<file path="config.mk">
export PLATFORM = sky130hd
export DESIGN_NAME = pipeline_hazard_controller_flat
export DESIGN_NICKNAME = d
export VERILOG_FILES = /design/src/rtl/pipeline_hazard_controller_if.sv /design/src/rtl/pipeline_hazard_controller.sv /design/src/flat_wrapper.sv
export SDC_FILE = /design/constraint.sdc
export NUM_CORES = 1
export LEC_CHECK = 0
export ABC_AREA = 1
export BUFFER_PORTS_ARGS = -buffer_cell sky130_fd_sc_hd__buf_2
export CAP_MARGIN = 10
export CORE_MARGIN = 1.5
export CORE_UTILIZATION = 47
export CTS_BUF_LIST = sky130_fd_sc_hd__clkbuf_4
export DETAILED_ROUTE_END_ITERATION = 10
export HOLD_SLACK_MARGIN = 0.06
export PLACE_DENSITY = 0.87
export SYNTH_ARGS = -nofsm -noshare
export SYNTH_HDL_FRONTEND = slang
export SYNTH_SLANG_ARGS = --single-unit
</file>
<file path="constraint.sdc">
create_clock -name clk -period 1.8 [get_ports clk]
set_clock_uncertainty 0.2 [all_clocks]
set_input_delay 0.18 -clock clk [delete_from_list [all_inputs] [get_ports clk]]
set_output_delay 0.18 -clock clk [all_outputs]
set_load 0.02 [all_outputs]
</file>
<file path="src/rtl/pipeline_hazard_controller_if.sv">
// rtl/pipeline_hazard_controller_if.sv - hazard controller pipeline-side signal bundle
// slave: the controller; master: the pipeline datapath that feeds it hazard info.
interface pipeline_hazard_controller_if #(
  parameter int REG_W = 5,
  parameter int CNT_W = 16
);
  logic [REG_W-1:0] ID_rs;
  logic [REG_W-1:0] ID_rt;
  logic             ID_usesRt;
  logic             ID_EX_memRead;
  logic [REG_W-1:0] ID_EX_rt;
  logic             md_start;
  logic             branch_taken;
  logic             mem_busy;
  logic             pc_write;
  logic             if_id_write;
  logic             id_ex_write;
  logic             ex_mem_write;
  logic             mem_wb_write;
  logic             if_id_flush;
  logic             id_ex_flush;
  logic             ex_mem_flush;
  logic             md_done;
  logic             protocol_err;
  logic [CNT_W-1:0] stall_cycles;

  modport slave (
    input  ID_rs, ID_rt, ID_usesRt, ID_EX_memRead, ID_EX_rt,
    input  md_start, branch_taken, mem_busy,
    output pc_write, if_id_write, id_ex_write, ex_mem_write, mem_wb_write,
    output if_id_flush, id_ex_flush, ex_mem_flush,
    output md_done, protocol_err, stall_cycles
  );

  modport master (
    output ID_rs, ID_rt, ID_usesRt, ID_EX_memRead, ID_EX_rt,
    output md_start, branch_taken, mem_busy,
    input  pc_write, if_id_write, id_ex_write, ex_mem_write, mem_wb_write,
    input  if_id_flush, id_ex_flush, ex_mem_flush,
    input  md_done, protocol_err, stall_cycles
  );
endinterface

</file>
<file path="src/rtl/pipeline_hazard_controller.sv">
// rtl/pipeline_hazard_controller.sv - stall/flush sequencer for a 5-stage pipeline
// Load-use bubbles, mul/div front-end freeze, taken-branch flush, memory-wait freeze.
module pipeline_hazard_controller #(
  parameter int REG_W      = 5,
  parameter int MD_LATENCY = 4,
  parameter int CNT_W      = 16
) (
  input  logic                         clk,
  input  logic                         rst_n,
  pipeline_hazard_controller_if.slave  bus
);

  localparam int MD_CNT_W = (MD_LATENCY > 2) ? $clog2(MD_LATENCY) : 1;
  localparam logic [MD_CNT_W-1:0] MD_RELOAD = MD_CNT_W'(MD_LATENCY - 2);
  localparam logic [REG_W-1:0]    ZERO_REG  = '0;

  typedef enum logic {
    RUN     = 1'b0,
    MD_WAIT = 1'b1
  } state_t;

  state_t              state_q, state_d;
  logic [MD_CNT_W-1:0] md_cnt_q, md_cnt_d;
  logic [CNT_W-1:0]    stall_q, stall_d;
  logic                err_q, err_d;
  logic                load_use;

  logic pc_write, if_id_write, id_ex_write, ex_mem_write, mem_wb_write;
  logic if_id_flush, id_ex_flush, ex_mem_flush, md_done;

  // The ID instruction needs the loaded value before forwarding can supply it.
  assign load_use = bus.ID_EX_memRead && (bus.ID_EX_rt != ZERO_REG) &&
                    ((bus.ID_EX_rt == bus.ID_rs) ||
                     (bus.ID_usesRt && (bus.ID_EX_rt == bus.ID_rt)));

  always_comb begin
    state_d      = state_q;
    md_cnt_d     = md_cnt_q;
    err_d        = err_q;
    pc_write     = 1'b1;
    if_id_write  = 1'b1;
    id_ex_write  = 1'b1;
    ex_mem_write = 1'b1;
    mem_wb_write = 1'b1;
    if_id_flush  = 1'b0;
    id_ex_flush  = 1'b0;
    ex_mem_flush = 1'b0;
    md_done      = 1'b0;

    if (!rst_n) begin
      pc_write     = 1'b0;
      if_id_write  = 1'b0;
      id_ex_write  = 1'b0;
      ex_mem_write = 1'b0;
      mem_wb_write = 1'b0;
      if_id_flush  = 1'b1;
      id_ex_flush  = 1'b1;
      ex_mem_flush = 1'b1;
    end else if (bus.mem_busy) begin
      pc_write     = 1'b0;
      if_id_write  = 1'b0;
      id_ex_write  = 1'b0;
      ex_mem_write = 1'b0;
      mem_wb_write = 1'b0;
    end else if (state_q == MD_WAIT) begin
      if (md_cnt_q != '0) begin
        pc_write     = 1'b0;
        if_id_write  = 1'b0;
        id_ex_write  = 1'b0;
        ex_mem_write = 1'b0;
        ex_mem_flush = 1'b1;
        md_cnt_d     = md_cnt_q - 1'b1;
      end else begin
        md_done = 1'b1;
        state_d = RUN;
      end
    end else if (bus.md_start) begin
      // The start cycle is the first of MD_LATENCY cycles in EX.
      pc_write     = 1'b0;
      if_id_write  = 1'b0;
      id_ex_write  = 1'b0;
      ex_mem_write = 1'b0;
      ex_mem_flush = 1'b1;
      md_cnt_d     = MD_RELOAD;
      state_d      = MD_WAIT;
      if (bus.branch_taken) begin
        err_d = 1'b1;
      end
    end else if (bus.branch_taken) begin
      if_id_flush = 1'b1;
      id_ex_flush = 1'b1;
    end else if (load_use) begin
      pc_write    = 1'b0;
      if_id_write = 1'b0;
      id_ex_flush = 1'b1;
    end
  end

  always_comb begin
    stall_d = stall_q;
    if (!pc_write && (stall_q != {CNT_W{1'b1}})) begin
      stall_d = stall_q + 1'b1;
    end
  end

  always_ff @(posedge clk or negedge rst_n) begin
    if (!rst_n) begin
      state_q  <= RUN;
      md_cnt_q <= '0;
      stall_q  <= '0;
      err_q    <= 1'b0;
    end else begin
      state_q  <= state_d;
      md_cnt_q <= md_cnt_d;
      stall_q  <= stall_d;
      err_q    <= err_d;
    end
  end

  assign bus.pc_write     = pc_write;
  assign bus.if_id_write  = if_id_write;
  assign bus.id_ex_write  = id_ex_write;
  assign bus.ex_mem_write = ex_mem_write;
  assign bus.mem_wb_write = mem_wb_write;
  assign bus.if_id_flush  = if_id_flush;
  assign bus.id_ex_flush  = id_ex_flush;
  assign bus.ex_mem_flush = ex_mem_flush;
  assign bus.md_done      = md_done;
  assign bus.protocol_err = err_q;
  assign bus.stall_cycles = stall_q;

endmodule

</file>
<file path="src/flat_wrapper.sv">
// flat-port wrapper written by rule: the top's interface ports become plain ports
module pipeline_hazard_controller_flat 
#(
  parameter int REG_W      = 5,
  parameter int MD_LATENCY = 4,
  parameter int CNT_W      = 16
)
  (clk, rst_n, bus_ID_rs, bus_ID_rt, bus_ID_usesRt, bus_ID_EX_memRead, bus_ID_EX_rt, bus_md_start, bus_branch_taken, bus_mem_busy, bus_pc_write, bus_if_id_write, bus_id_ex_write, bus_ex_mem_write, bus_mem_wb_write, bus_if_id_flush, bus_id_ex_flush, bus_ex_mem_flush, bus_md_done, bus_protocol_err, bus_stall_cycles);
  pipeline_hazard_controller_if #(.REG_W(REG_W), .CNT_W(CNT_W)) bus_i ();
  input  logic clk;
  input  logic rst_n;
  input wire logic [$bits(bus_i.ID_rs)-1:0] bus_ID_rs;
  input wire logic [$bits(bus_i.ID_rt)-1:0] bus_ID_rt;
  input wire logic [$bits(bus_i.ID_usesRt)-1:0] bus_ID_usesRt;
  input wire logic [$bits(bus_i.ID_EX_memRead)-1:0] bus_ID_EX_memRead;
  input wire logic [$bits(bus_i.ID_EX_rt)-1:0] bus_ID_EX_rt;
  input wire logic [$bits(bus_i.md_start)-1:0] bus_md_start;
  input wire logic [$bits(bus_i.branch_taken)-1:0] bus_branch_taken;
  input wire logic [$bits(bus_i.mem_busy)-1:0] bus_mem_busy;
  output wire logic [$bits(bus_i.pc_write)-1:0] bus_pc_write;
  output wire logic [$bits(bus_i.if_id_write)-1:0] bus_if_id_write;
  output wire logic [$bits(bus_i.id_ex_write)-1:0] bus_id_ex_write;
  output wire logic [$bits(bus_i.ex_mem_write)-1:0] bus_ex_mem_write;
  output wire logic [$bits(bus_i.mem_wb_write)-1:0] bus_mem_wb_write;
  output wire logic [$bits(bus_i.if_id_flush)-1:0] bus_if_id_flush;
  output wire logic [$bits(bus_i.id_ex_flush)-1:0] bus_id_ex_flush;
  output wire logic [$bits(bus_i.ex_mem_flush)-1:0] bus_ex_mem_flush;
  output wire logic [$bits(bus_i.md_done)-1:0] bus_md_done;
  output wire logic [$bits(bus_i.protocol_err)-1:0] bus_protocol_err;
  output wire logic [$bits(bus_i.stall_cycles)-1:0] bus_stall_cycles;
  assign bus_i.ID_rs = bus_ID_rs;
  assign bus_i.ID_rt = bus_ID_rt;
  assign bus_i.ID_usesRt = bus_ID_usesRt;
  assign bus_i.ID_EX_memRead = bus_ID_EX_memRead;
  assign bus_i.ID_EX_rt = bus_ID_EX_rt;
  assign bus_i.md_start = bus_md_start;
  assign bus_i.branch_taken = bus_branch_taken;
  assign bus_i.mem_busy = bus_mem_busy;
  assign bus_pc_write = bus_i.pc_write;
  assign bus_if_id_write = bus_i.if_id_write;
  assign bus_id_ex_write = bus_i.id_ex_write;
  assign bus_ex_mem_write = bus_i.ex_mem_write;
  assign bus_mem_wb_write = bus_i.mem_wb_write;
  assign bus_if_id_flush = bus_i.if_id_flush;
  assign bus_id_ex_flush = bus_i.id_ex_flush;
  assign bus_ex_mem_flush = bus_i.ex_mem_flush;
  assign bus_md_done = bus_i.md_done;
  assign bus_protocol_err = bus_i.protocol_err;
  assign bus_stall_cycles = bus_i.stall_cycles;
  pipeline_hazard_controller #(.REG_W(REG_W), .MD_LATENCY(MD_LATENCY), .CNT_W(CNT_W)) u_core (.clk(clk), .rst_n(rst_n), .bus(bus_i));
endmodule
</file>
# After elaboration in Yosys (flattened, before gate mapping)
# Index checks and enable logic that the tools add are counted.
# classes
n_reduce_logical	12
muxes	35
bitwise	2
n_eq_ne	4
add_sub_neg	2
# ops
cell	n
two-way mux 1 bit	32
adder 16 x 1 -> 16 bit (second input constant)	1
inequality test 16 bit (second input constant)	1
== test 5 bit	2
two-way mux 2 bit	3
AND reduction 5 bit	1
nonzero test 5 bit	1
logical AND 1 bit	4
AND reduction 4 bit	1
nonzero test 2 bit	2
inequality test 2 bit (second input constant)	1
inverter 1 bit	2
AND reduction 2 bit	1
subtractor 2 x 1 -> 2 bit (second input constant)	1
logical NOT 1 bit	1
logical OR 1 bit	1
# totals
word_cells	59
regBits	20
out_inout_bits	26
in_bits	22

# Depth between registers and ports, before layout
# depth
depth_word	12
mapped_depth	12
mapped_depth_nobuf	11

# Worst setup path after synthesis
# OpenSTA, ideal clock, no wires.
# synth_path
path_type	reg-to-output
from	register u_core.md_cnt_q[0]
to	output bus_pc_write
n_path_buf	2
required_ns	1.420
stages_incl_launch_ff	11
arrival_time_ns	1.932
path_slack_ns	-0.512
cell_sequence	dfrtp_1 -> inv_1 -> ha_1 -> nand2_1 -> o21ai_1 -> inv_1 -> nor2_1 -> nand2_2 -> buf_2 -> inv_1 -> buf_4
# synth_between
elab_chain_len	5
# synth_lines
element	line	rtl
from (decl)	pipeline_hazard_controller.sv:23	logic [MD_CNT_W-1:0] md_cnt_q, md_cnt_d;
from (signal assigned)	pipeline_hazard_controller.sv:114	md_cnt_q <= md_cnt_d;
nonzero test 2 bit	pipeline_hazard_controller.sv:66	if (md_cnt_q != '0) begin
two-way mux 1 bit (4 in a row)	-	
to (decl)	flat_wrapper.sv:20	output wire logic [$bits(bus_i.pc_write)-1:0] bus_pc_write;
# Every way passes these cells.

# Worst setup path in the final report
# layout_path
from	register u_core.md_cnt_q[0]
to	output bus_ex_mem_write
# layout_between
elab_chain_len	5
# layout_lines
element	line	rtl
nonzero test 2 bit	pipeline_hazard_controller.sv:66	
two-way mux 1 bit	pipeline_hazard_controller.sv:66	
two-way mux 1 bit	pipeline_hazard_controller.sv:65	end else if (state_q == MD_WAIT) begin
two-way mux 1 bit	pipeline_hazard_controller.sv:59	end else if (bus.mem_busy) begin
two-way mux 1 bit	pipeline_hazard_controller.sv:50	if (!rst_n) begin
to (decl)	flat_wrapper.sv:23	output wire logic [$bits(bus_i.ex_mem_write)-1:0] bus_ex_mem_write;
# Every way passes these cells.

==> flow_summary.toml <==
[synthesis]
synth_area_leaders = "dfrtp_1 34%, nand2_1 19%, nand3_1 9.9%"
ys_seq_area_share_pct = 34.2
syn_area_sq_mm = 0.00147
synth_top_cell_by_area = "dfrtp_1"
synth_seq_cells = 20
synth_cells = 217
ys_warn_count = 0
syn_avg_cell_area_sq_um = 6.75
synth_top_area_share_pct = 34.2
ys_types = 23
syn-num-nets = 241

[cts]
clk_path_buf_depth = 2
cts_buffers = 3
cts_max_level = 1
insertion_delay_ps = 300
cts.sinks = 20
cts-root-buf = "clkbuf_4"
cts_tree = "yes"
cts.reportedPaths.clkPinSlew_ps = 110

[placed_design]
io_buffers = 47
place_ws_ps = 44.5
placedCellCount = 304
globalplace.congestion = 0.891
hpwl_um = 2680

[sta]
min_period_ps = 1860
final-max-slew-violation-count = 0
hold_viol_final = 0
max_clock_freq_mhz = 539
maxSlewHeadroom_pct = 40.1
rsz0062_at_grt = "true"
holdWs_ps = 113
fin_ws_ps = -56.5
fin_crit_sh_pct = 103
worstMarginPinSlew_ps = 896
finalSetupViolCount = 8

[critical_path]
criticalPathCategory = "reg2out"
crit_required_ps = 1420
worst_setup_path_start_kind = "flop"
crit_path_max_fanout = 3
end_kind = "primary output"
worstPathArrival_ps = 1480

[floorplanning]
die_x_um = 58.8
ios = 48
rows = 20
dieArea_sq_mm = 0.00346
die_h_um = 58.8
initial_core_util_pct = 48.8
core_area_sq_mm = 0.00300

[job]
maxCapViolCount = 0

[pwr]
cellPowerDensity_mw_per_mm2 = 1030
ir_drop_uv = 765
p_leak_nw = 1.18

[outcome]
outcome = "complete, but fails checks"
violations = "negative setup slack"

[routing]
wl_per_cell_um = 12.0
first_pass_iters = 4
viasPerCell = 5.06
drcViolationCount = 0
postRouteAntennaNets = 0
drt_iter0_drc = 95
via_count = 1608
routed_wl_um = 3810

[layout]
n_antenna_cell = 0
fin_cells = 318
drive_above_1_share_pct = 36.5
synthToLayoutAreaGrowth_pct = 43.8
nNetsFinal = 310

[grt]
overflow = 0
track_usage_pct = 23.3
grt_max_degree = 21
antenna_found_initial = 0
grt_pass1_vias = 1530
grt_pass1_wl_um = 6300

[min_path]
min_path_type = "in2reg"
==> final cells by class <==
class                           instances  area, sq um
Multi-Input combinational cell        163          961
Fill cell                             255          896
Sequential cell                        20          508
Timing Repair Buffer                   69          457
Inverter                               29          114
Tap cell                               33         41.3
Clock buffer                            3         22.5
Clock inverter                          1         3.75
==> kinds of logic (layout without fill, tap and decap cells) <==
kind of cell | count (synthesis) | in the layout | share of synthesized area (%)
AND/OR/NAND/NOR | 139 | 139 | 42.4
buffers and inverters | 34 | 102 | 9.91
flip-flops | 20 | 20 | 34.2
XOR/XNOR | 15 | 15 | 8.97
AO/OA/AOI/OAI | 7 | 7 | 2.82
adder cells (fa/ha/maj) | 2 | 2 | 1.71
==> worst max-delay path: stages (launching register included) <==
cell and delay (ps):
dfrtp_1 390, inv_2 80, ha_4 140, nand2_4 50
o21ai_4 70, inv_2 60, nor2_4 150, buf_6 140
buf_6 110
==> stage by stage <==
stage	total power [mW]	TNS [ps]	utilization (%)	cell area, sq um
6_report	2.16	-223	70.2	2110
5_1_grt	2.34	-1780	70.2	2110
4_1_cts	2.04	-303	66.9	2010
3_5_place_dp	1.68	0	61.5	1850
3_3_place_gp	1.65	0	61.5	1850
2_1_floorplan	1.36	0	-	1520
==> power breakdown <==
part	total (mW)	switching, mW	internal [mW]
registers	0.725	0.141	0.584
clock network	0.219	0.138	0.0809
logic	1.22	0.668	0.550
total	2.16	0.947	1.21
==> cell usage after synthesis (all sizes together) <==
cell type	count
nand2	77
inv	29
nand3	29
nor2	25
dfrtp	20
xor2	8
xnor2	7
buf	5
nand4	4
nor3	4
o21ai	4
ha	2
a21oi	1
a31oi	1
a41o	1
==> path summary, 6_finish.rpt <==
kind / startpoint / end / slack, ps / depth (start not counted)
max in group asynchronous: rst_n / u_core.bus.stall_cycles[3] / 330 / 3
worst max register to register: u_core.bus.stall_cycles[0] / u_core.bus.stall_cycles[0] / -10 / 9
worst max-delay path: u_core.md_cnt_q[0] / bus_ex_mem_write / -60 / 8
worst min-delay path: rst_n / u_core.state_q / 110 / 3
worst min register to register: u_core.bus.stall_cycles[3] / u_core.bus.stall_cycles[3] / 340 / 2
min in group asynchronous: rst_n / u_core.md_cnt_q[1] / 460 / 3
==> sequential cells by signal, summed over array words and instances, names as in the netlist <==
signal                   cells
u_core.state_q               1
u_core.bus.stall_cycles     16
u_core.md_cnt_q              2
u_core.bus.protocol_err      1
==> cell usage in the layout, fill, tap and decap left out <==
cell           synthesis  routed
a21oi_1                1       1
a31oi_1                1       1
a41o_1                 1       1
buf_12                 0       1
buf_2                  2      43
buf_4                  2      15
buf_6                  1       7
clkbuf_4               0       3
clkinv_1               0       1
clkinv_4               0       1
dfrtp_1               20      14
dfrtp_2                0       6
dlygate4sd3_1          0       3
ha_4                   0       2
inv_1                 29      25
inv_2                  0       3
nand2_1               73      71
nand2_2                3       2
nand2_4                1       2
nand2_8                0       2
nand3_1               29      17
nand3_2                0      12
nand4_1                3       3
nand4_4                1       1
nor2_1                24      23
nor2_4                 1       2
nor3_1                 3       3
nor3_4                 1       1
o21ai_0                3       3
o21ai_4                0       1
xnor2_1                7       7
xor2_1                 8       8
==> routing by layer <==
metal | wire (um) | GRT usage (%)
met1 | 1520 | 26.3
met2 | 2120 | 45.1
met3 | 126 | 2.20
met4 | 46 | 7.79
met5 | 0 | 0
==> what timing repair did <==
item	4_1_cts	5_1_grt
buffers inserted	5	2
pin swaps	1	4
endpoints found under the hold margin	21	0
hold buffers	3	0
setup endpoints to repair	4	20
gates resized for setup	16	19
(Power assumes the default switching activity.)
